==> src/rtl/debounced_updown_selector.sv <==
// debounced_updown_selector
// Debounces two active-low push-buttons (up/down) and steps a modulo-MOD
// index once per clean press, with optional wrap or saturate at the ends.
// Each key runs through a 2-flop synchroniser, a SHIFT_DEPTH-sample window
// and a hysteresis state register; the count register reacts to the
// released->pressed transition of that state.
// Optional build macro: AUTO_REPEAT_EN adds per-key hold counters that
// generate repeat events while a key stays pressed.

module debounced_updown_selector #(
   parameter int SHIFT_DEPTH   = 16,
   parameter int MOD           = 3,
   parameter int CNT_W         = 2,
   parameter int RESET_VAL     = 0,
   parameter int WRAP_EN       = 1,
   parameter int HOLD_CYCLES   = 1000000,
   parameter int REPEAT_CYCLES = 250000
) (
   input  logic             clk,
   input  logic             rst_n,
   input  logic             key_up,
   input  logic             key_down,
   output logic [CNT_W-1:0] count_out,
   output logic             step_pulse,
   output logic             wrap_pulse
);

   localparam logic [CNT_W-1:0] MAX_VAL   = CNT_W'(MOD - 1);
   localparam logic [CNT_W-1:0] ZERO_VAL  = '0;
   localparam logic [CNT_W-1:0] ONE_VAL   = CNT_W'(1);
   localparam logic [CNT_W-1:0] RESET_CNT = CNT_W'(RESET_VAL);

   // Configurations outside the supported range land in an empty block
   localparam bit PARAMS_OK = (SHIFT_DEPTH >= 2) && (MOD >= 2) &&
                              ((64'd1 << CNT_W) >= 64'(MOD)) &&
                              (RESET_VAL < MOD) && (RESET_VAL >= 0) &&
                              (HOLD_CYCLES >= 1) && (REPEAT_CYCLES >= 1);
   if (!PARAMS_OK) begin : g_unsupportedParams
   end

   logic [1:0] w_keyRaw;
   logic [1:0] w_event;
   logic       w_up;
   logic       w_down;

   assign w_keyRaw = {key_down, key_up};

   for (genvar k = 0; k < 2; k++) begin : g_key
      logic                   r_sync1;
      logic                   r_sync2;
      logic [SHIFT_DEPTH-1:0] r_shift;
      logic                   r_pressed;
      logic                   r_pressedPrev;
      logic                   w_pressEvt;

      // Synchronise the raw key, keep a window of samples and move the
      // stable state only when the whole window agrees (hysteresis)
      always_ff @(posedge clk or negedge rst_n) begin
         if (!rst_n) begin
            r_sync1       <= 1'b1;
            r_sync2       <= 1'b1;
            r_shift       <= '1;
            r_pressed     <= 1'b0;
            r_pressedPrev <= 1'b0;
         end else begin
            r_sync1       <= w_keyRaw[k];
            r_sync2       <= r_sync1;
            r_shift       <= {r_shift[SHIFT_DEPTH-2:0], r_sync2};
            if (r_shift == '0) begin
               r_pressed <= 1'b1;
            end else if (r_shift == '1) begin
               r_pressed <= 1'b0;
            end
            r_pressedPrev <= r_pressed;
         end
      end

      assign w_pressEvt = r_pressed & ~r_pressedPrev;

`ifdef AUTO_REPEAT_EN
      localparam int HOLD_MAX = (HOLD_CYCLES > REPEAT_CYCLES) ? HOLD_CYCLES : REPEAT_CYCLES;
      localparam int HOLD_W   = $clog2(HOLD_MAX + 1);

      logic [HOLD_W-1:0] r_hold;
      logic              r_repeating;
      logic              w_repeatEvt;

      assign w_repeatEvt = r_pressed &&
                           (r_repeating ? (r_hold == HOLD_W'(REPEAT_CYCLES))
                                        : (r_hold == HOLD_W'(HOLD_CYCLES)));

      // Count cycles since the last press or repeat event while held;
      // the first gap is HOLD_CYCLES, later gaps are REPEAT_CYCLES
      always_ff @(posedge clk or negedge rst_n) begin
         if (!rst_n) begin
            r_hold      <= '0;
            r_repeating <= 1'b0;
         end else if (!r_pressed) begin
            r_hold      <= '0;
            r_repeating <= 1'b0;
         end else if (w_pressEvt || w_repeatEvt) begin
            r_hold      <= HOLD_W'(1);
            r_repeating <= w_repeatEvt;
         end else begin
            r_hold      <= r_hold + HOLD_W'(1);
         end
      end

      assign w_event[k] = w_pressEvt | w_repeatEvt;
`else
      assign w_event[k] = w_pressEvt;
`endif
   end

   assign w_up   = w_event[0];
   assign w_down = w_event[1];

   logic [CNT_W-1:0] r_count;
   logic             r_step;
   logic             r_wrap;

   // Step the index on a lone up or down event; simultaneous events cancel
   always_ff @(posedge clk or negedge rst_n) begin
      if (!rst_n) begin
         r_count <= RESET_CNT;
         r_step  <= 1'b0;
         r_wrap  <= 1'b0;
      end else begin
         r_step <= 1'b0;
         r_wrap <= 1'b0;
         if (w_up && !w_down) begin
            if (r_count == MAX_VAL) begin
               if (WRAP_EN != 0) begin
                  r_count <= ZERO_VAL;
                  r_step  <= 1'b1;
                  r_wrap  <= 1'b1;
               end
            end else begin
               r_count <= r_count + ONE_VAL;
               r_step  <= 1'b1;
            end
         end else if (w_down && !w_up) begin
            if (r_count == ZERO_VAL) begin
               if (WRAP_EN != 0) begin
                  r_count <= MAX_VAL;
                  r_step  <= 1'b1;
                  r_wrap  <= 1'b1;
               end
            end else begin
               r_count <= r_count - ONE_VAL;
               r_step  <= 1'b1;
            end
         end
      end
   end

   assign count_out  = r_count;
   assign step_pulse = r_step;
   assign wrap_pulse = r_wrap;

endmodule

==> config.mk <==
export PLATFORM = sky130hd
export DESIGN_NAME = debounced_updown_selector
export DESIGN_NICKNAME = d
export VERILOG_FILES = /design/src/rtl/debounced_updown_selector.sv
export SDC_FILE = /design/constraint.sdc
export NUM_CORES = 1
export LEC_CHECK = 0
export CORE_UTILIZATION = 55
export DETAILED_ROUTE_END_ITERATION = 6
export PLACE_DENSITY = 0.78
export SYNTH_ARGS = -nofsm -noshare
export SYNTH_HDL_FRONTEND = slang
export SYNTH_SLANG_ARGS = --single-unit
==> constraint.sdc <==
create_clock -name clk -period 1.51 [get_ports clk]
set_input_delay 0.453 -clock clk [delete_from_list [all_inputs] [get_ports clk]]
set_output_delay 0.453 -clock clk [all_outputs]
set_load 0.005 [all_outputs]
* Yosys cells after proc, flatten, opt, wreduce, memory -nomap -nowiden
Cells that the tools add are included.
** Storage, ports and cells
- Bits in registers :: 44
- Bits of input ports :: 4
- Output and inout bits :: 4
** Cells by class
- $add $sub $neg :: 2
- Eq/ne operators :: 3
- Multiplexer cells :: 14
- Bitwise logic cells :: 4
- Reductions and logical operators :: 10
** Operators with widths (number)
- $eq A16 B16 Y1 const B :: 2
- $logic_not A16 Y1 :: 2
- $mux W1 :: 10
- $mux W2 :: 4
- $reduce_bool A2 Y1 :: 3
- $add A2 B1 Y2 const B :: 1
- $and A1 B1 Y1 :: 2
- $eq A2 B2 Y1 const B :: 1
- $logic_and A1 B1 Y1 :: 2
- $logic_not A1 Y1 :: 2
- $logic_not A2 Y1 :: 1
- $not A1 Y1 :: 2
- $sub A2 B1 Y2 const B :: 1

* Depth between registers and ports, before layout
- Word-level depth :: 6
- Gate-level depth with buffers :: 6
- Depth with buffers taken out :: 6

* Least setup slack after synthesis
Ideal clock, no wire load.
- Path kind :: reg-to-reg
- Start point :: register g_key[0].r_pressedPrev
- End point :: register r_count[1] (netlist: count_out[1])
- Setup time :: 127 ps
- Data arrival time :: 1048 ps
- Required time :: 1383 ps
- Setup slack :: 335 ps
- Stages on the path, launching flop included :: 7
- Buffers on the path :: 0
- Clock period less this slack :: 1175 ps
- Path through :: dfrtp_1 -> nand2b_1 -> inv_1 -> ha_1 -> nor2_1 -> a211oi_1 -> a21oi_1
** Between the ends
- Cells in the longest elaborated chain, start to end :: 5
** Ends and longest elaborated chain
- start, declared :: line 53 : logic r_pressedPrev;
- start signal, assigned :: line 74 : r_pressedPrev <= r_pressed;
- $not A1 Y1 (*) :: line 78 : assign w_pressEvt = r_pressed & ~r_pressedPrev;
- $and A1 B1 Y1 (*) :: line 78
- $logic_not A1 Y1 :: line 142 : end else if (w_down && !w_up) begin
- $logic_and A1 B1 Y1 :: line 142
- $reduce_bool A2 Y1 (no line)
- end signal, assigned :: line 139 : r_count <= r_count + ONE_VAL;
- end signal, assigned :: line 150 : r_count <= r_count - ONE_VAL;
- end, declared :: line 118 : logic [CNT_W-1:0] r_count;
Mark *: on every way between the ends. The rest lies on a longest branch, timed or not.
A chain may end at the register's enable or synchronous reset.

* Final worst setup path
- Start point :: register r_wrap (netlist: wrap_pulse)
- End point :: output wrap_pulse
** RTL lines
- start, declared :: line 120 : logic r_wrap;
- start signal, assigned :: line 127 : r_wrap <= 1'b0;
- start signal, assigned :: line 130 : r_wrap <= 1'b0;
- start signal, assigned :: line 136 : r_wrap <= 1'b1;
- end, declared :: line 25 : output logic wrap_pulse
No word-level cell between the ends.

==> run summary <==
The number of buffer and inverter instances along the worst setup path works out to 1. The final worst-path cycle share works out to 94.6%. The core region is 2480 um^2. The tools report the maximum number of pins on one net before global-route repair as 27.

Setup repair after global routing left no endpoint under its margin. The H-tree generated during clock tree synthesis spans 2 levels. During I/O placement, the number of pins put on the boundary was 8. The weighted congestion reported at the end of routability-driven placement is 0.697, and the maximum clock rate is 0.700 GHz. For the count of antenna-violating nets left after detailed routing, the log shows 0. The synthesized netlist devotes 4.34% of its cell area to adder and majority cells. For the worst setup path, the data required time is 1060 ps. For the number of sinks driven by the clock tree, the log shows 44.

The share of synthesized area in the top cell type comes to 65.7%. At the worst endpoint, the arrival time is 970 ps. For the final database, setup skew stands at 10.5 ps. The highest net fanout along the worst path works out to 1. In this run the cell area measured after placement is 1560 um^2. Broken down by cell family, the worst path's largest delay share belongs to flip-flops. Summing over every cut layer, the via total after detailed routing is 735. Setup total negative slack on the finished layout was measured at 0 ps. Synthesis produced a netlist whose cell count is 87. 0 antenna diodes ended up in the layout.

The tools report the max-slew violation total from the final report as 0. TritonCTS built the clock tree. The tool flagged a number of max-cap violations equal to 0. Distinct cell type count of the synthesized netlist: 14. For the pin with the worst max-slew slack, the measured transition is 414 ps. The die outline width is 53.2 um, and the clock insertion delay at the later pin of the skew report is 350 ps. The flow ran to the end, and the final reports show no timing, DRC or antenna violations. Startpoint class of the critical path: a flip-flop.

A synthesized cell averages 16.6 um^2. The worst register-to-register path begins at count_out[0]$_DFFE_PN0P_. Ratio of total power to cell area: 1160 nW/um^2. The top cell types in the final layout, fill and taps aside, are 36 x sky130_fd_sc_hd__dfstp_2, 10 x sky130_fd_sc_hd__nand4_1, 8 x sky130_fd_sc_hd__nor4_1, 8 x sky130_fd_sc_hd__dfrtp_1. The synthesized design spends more area on one cell type than any other, namely sky130_fd_sc_hd__dfstp_2. Leaving out fill and tap cells, the most frequent cell in the layout is sky130_fd_sc_hd__dfstp_2. The tools report the wire length of the first global-routing pass as 3.19 mm. Root cell of the clock tree: sky130_fd_sc_hd__clkbuf_4.

The simple-gate portion of the synthesized area was 10.3%; the total area of sequential cells was 1150 um^2. The time the final worst path needs with I/O delays and setup came out at 1430 ps. The type of the worst setup path is flip-flop to output port. The maximum single-stage delay on the critical path was 380 ps; the net count after synthesis was 96. Sequential-to-total area share from yosys stat: 79.6%. After synthesis, the largest family of logic cells by area is simple AND/OR/NAND/NOR gates. The logs give 690 for the via count of the first global-routing pass and 4 for the number of search-and-repair iterations in the first detailed-routing pass. In this run, the number of DRC markers left after iteration 0 of detailed routing was 5. The die is 53.2 um tall. The logs give 18 for the cell row count and 0 for the warning count from the yosys run. Total CTS buffers: 5. Walking the worst path, the cells encountered are dlygate4sd2_1.

The final routed wirelength across all metal layers was 1.96 mm; the total number of nets in the final design was 115. Fill cells in the final layout number 176. The worst register-to-register path has a depth of 7. The die covers 2830 um^2. For this configuration, the core starts out at a cell density of 58.1%. Setup violations remaining at the end of the flow were counted as 0. The xor/xnor share of the synthesized area works out to 0%.

The worst relative slew slack is 72.4%. The number of hold violations in the final report was 0; the slack of the critical path was 82.1 ps. The endpoint identified for the worst register-to-register timing path is count_out[1]$_DFFE_PN0P_. Average wire per cell in the routed design: 14.3 um.

Excluding fillers, the count of instances in the completed layout stands at 137. After global routing the overflow that remains totals 0. The finished cells cover 1650 um^2. The area growth from synthesis to layout was 14.7%. The worst hold path belongs to the class primary input to async pin. The register clock-pin slew on the reported worst setup and hold paths is 120 ps, and the total routing usage reported by global routing is 17.6%. The area of the multi-input gates is 275 um^2. Multiplexer cells account for 0.695% of the synthesized area.

Summing the areas of all compound-gate instances in the mapped netlist gives 3.82% of the synthesized area. Across all register-to-register paths, the minimum setup slack is 140 ps. The critical path's slowest cell is sky130_fd_sc_hd__dfrtp_1. The synthesized design contains 44 register bits.

The buffer depth of the longest clock path is 2, and the share of the core filled with cells in the final layout is 66.7%. Initial antenna violation count: 0. By area the synthesized netlist is led by sky130_fd_sc_hd__dfstp_2 66%, sky130_fd_sc_hd__dfrtp_1 14%, sky130_fd_sc_hd__ha_1 4.3%, sky130_fd_sc_hd__nand4_1 4.3%, sky130_fd_sc_hd__nor4_1 3.5%.

IR analysis of the VDD net gives a maximum drop of 0.765 mV. In the final layout, the share of cells above drive strength 1 is 48.6%. In the routed design, unresolved DRC markers number 0. Dividing the detail-routed via count by the number of cells gives 5.36. STA classifies the critical path endpoint as an output port. The most critical setup path has its startpoint at wrap_pulse$_DFF_PN0_. Summing every instance area after synthesis gives 1440 um^2.

After legalization and detailed placement, the total HPWL measured 1.27 mm. In this run the static leakage power is 0.677 nW. Prior to clock tree synthesis, the placed netlist has a worst setup slack of 178 ps.

Buffers placed on the I/O ports in this run total 7. The cell count after placement came out at 125.
## logic make-up (layout without fill, tap and decap cells)
kind of cell / Yosys count / after routing
flops: 44 / 44
simple gates: 26 / 26
compound gates: 6 / 6
fa+ha+maj: 5 / 5
buf+inv: 5 / 25
mux: 1 / 1
## report_power, final
group          switching [mW]  internal, mW  leakage (nW)
Sequential             0.0370          1.27         0.469
Combinational          0.0292        0.0192         0.169
Clock                   0.344         0.222        0.0380
## how the worst max path moves through the flow
stage	endpoint	slack (ps)	depth (start not counted)
global placement	count_out[0]	200	1
floorplan	count_out[1]$_DFFE_PN0P_	330	6
detailed placement	count_out[0]	180	1
global route	wrap_pulse	10	1
CTS	count_out[0]	30	1
finish	wrap_pulse	80	1
## through the flow
step                      hold slack [ps]  power (mW)
after CTS                             317        1.95
after floorplan                       157        1.32
after detailed placement              347        1.37
final                                 315        1.92
after global placement                346        1.37
after global routing                  343        2.02
## area by class of cell
| type | count | share of cell area [%] |
|---|---|---|
| repair buffers | 12 | 6.82 |
| multi-input cells | 38 | 16.7 |
| well taps | 30 | 2.27 |
| clock buffers | 6 | 3.11 |
| clock inverters | 2 | 0.606 |
| inverters | 5 | 1.14 |
| flip-flops and latches | 44 | 69.4 |
## flip-flops by register name, summed over array words and instances, names as in the netlist
name	count
g_key.r_shift	32
step_pulse	1
g_key.r_pressed	2
g_key.r_sync2	2
count_out	2
wrap_pulse	1
g_key.r_pressedPrev	2
g_key.r_sync1	2
## cell usage after synthesis
library cell / number
sky130_fd_sc_hd__nand2b_1: 2
sky130_fd_sc_hd__o21ai_0: 2
sky130_fd_sc_hd__nand4_1: 10
sky130_fd_sc_hd__o41ai_2: 2
sky130_fd_sc_hd__nor4_1: 8
sky130_fd_sc_hd__nand2_1: 5
sky130_fd_sc_hd__ha_1: 5
sky130_fd_sc_hd__dfstp_2: 36
sky130_fd_sc_hd__inv_1: 5
sky130_fd_sc_hd__dfrtp_1: 8
sky130_fd_sc_hd__a21oi_1: 1
sky130_fd_sc_hd__nor2_1: 1
sky130_fd_sc_hd__mux2i_1: 1
sky130_fd_sc_hd__a211oi_1: 1
## per-layer routing
layer  vias to the layer above  track usage, %  routed length (um)
met5                         -               0                   0
met4                         0            9.21                  29
met3                         4            8.62                  85
met2                        14            23.4                 901
met1                       371            23.4                 941
li1                        346               -                   -
## what timing repair did
item	4_1_cts	5_1_grt
hold buffers	0	0
pin swaps	0	0
setup buffers	2	2
gates cloned	0	0
resized for setup	4	2
endpoints found under the setup margin	4	2
(Power assumes the default switching activity.)
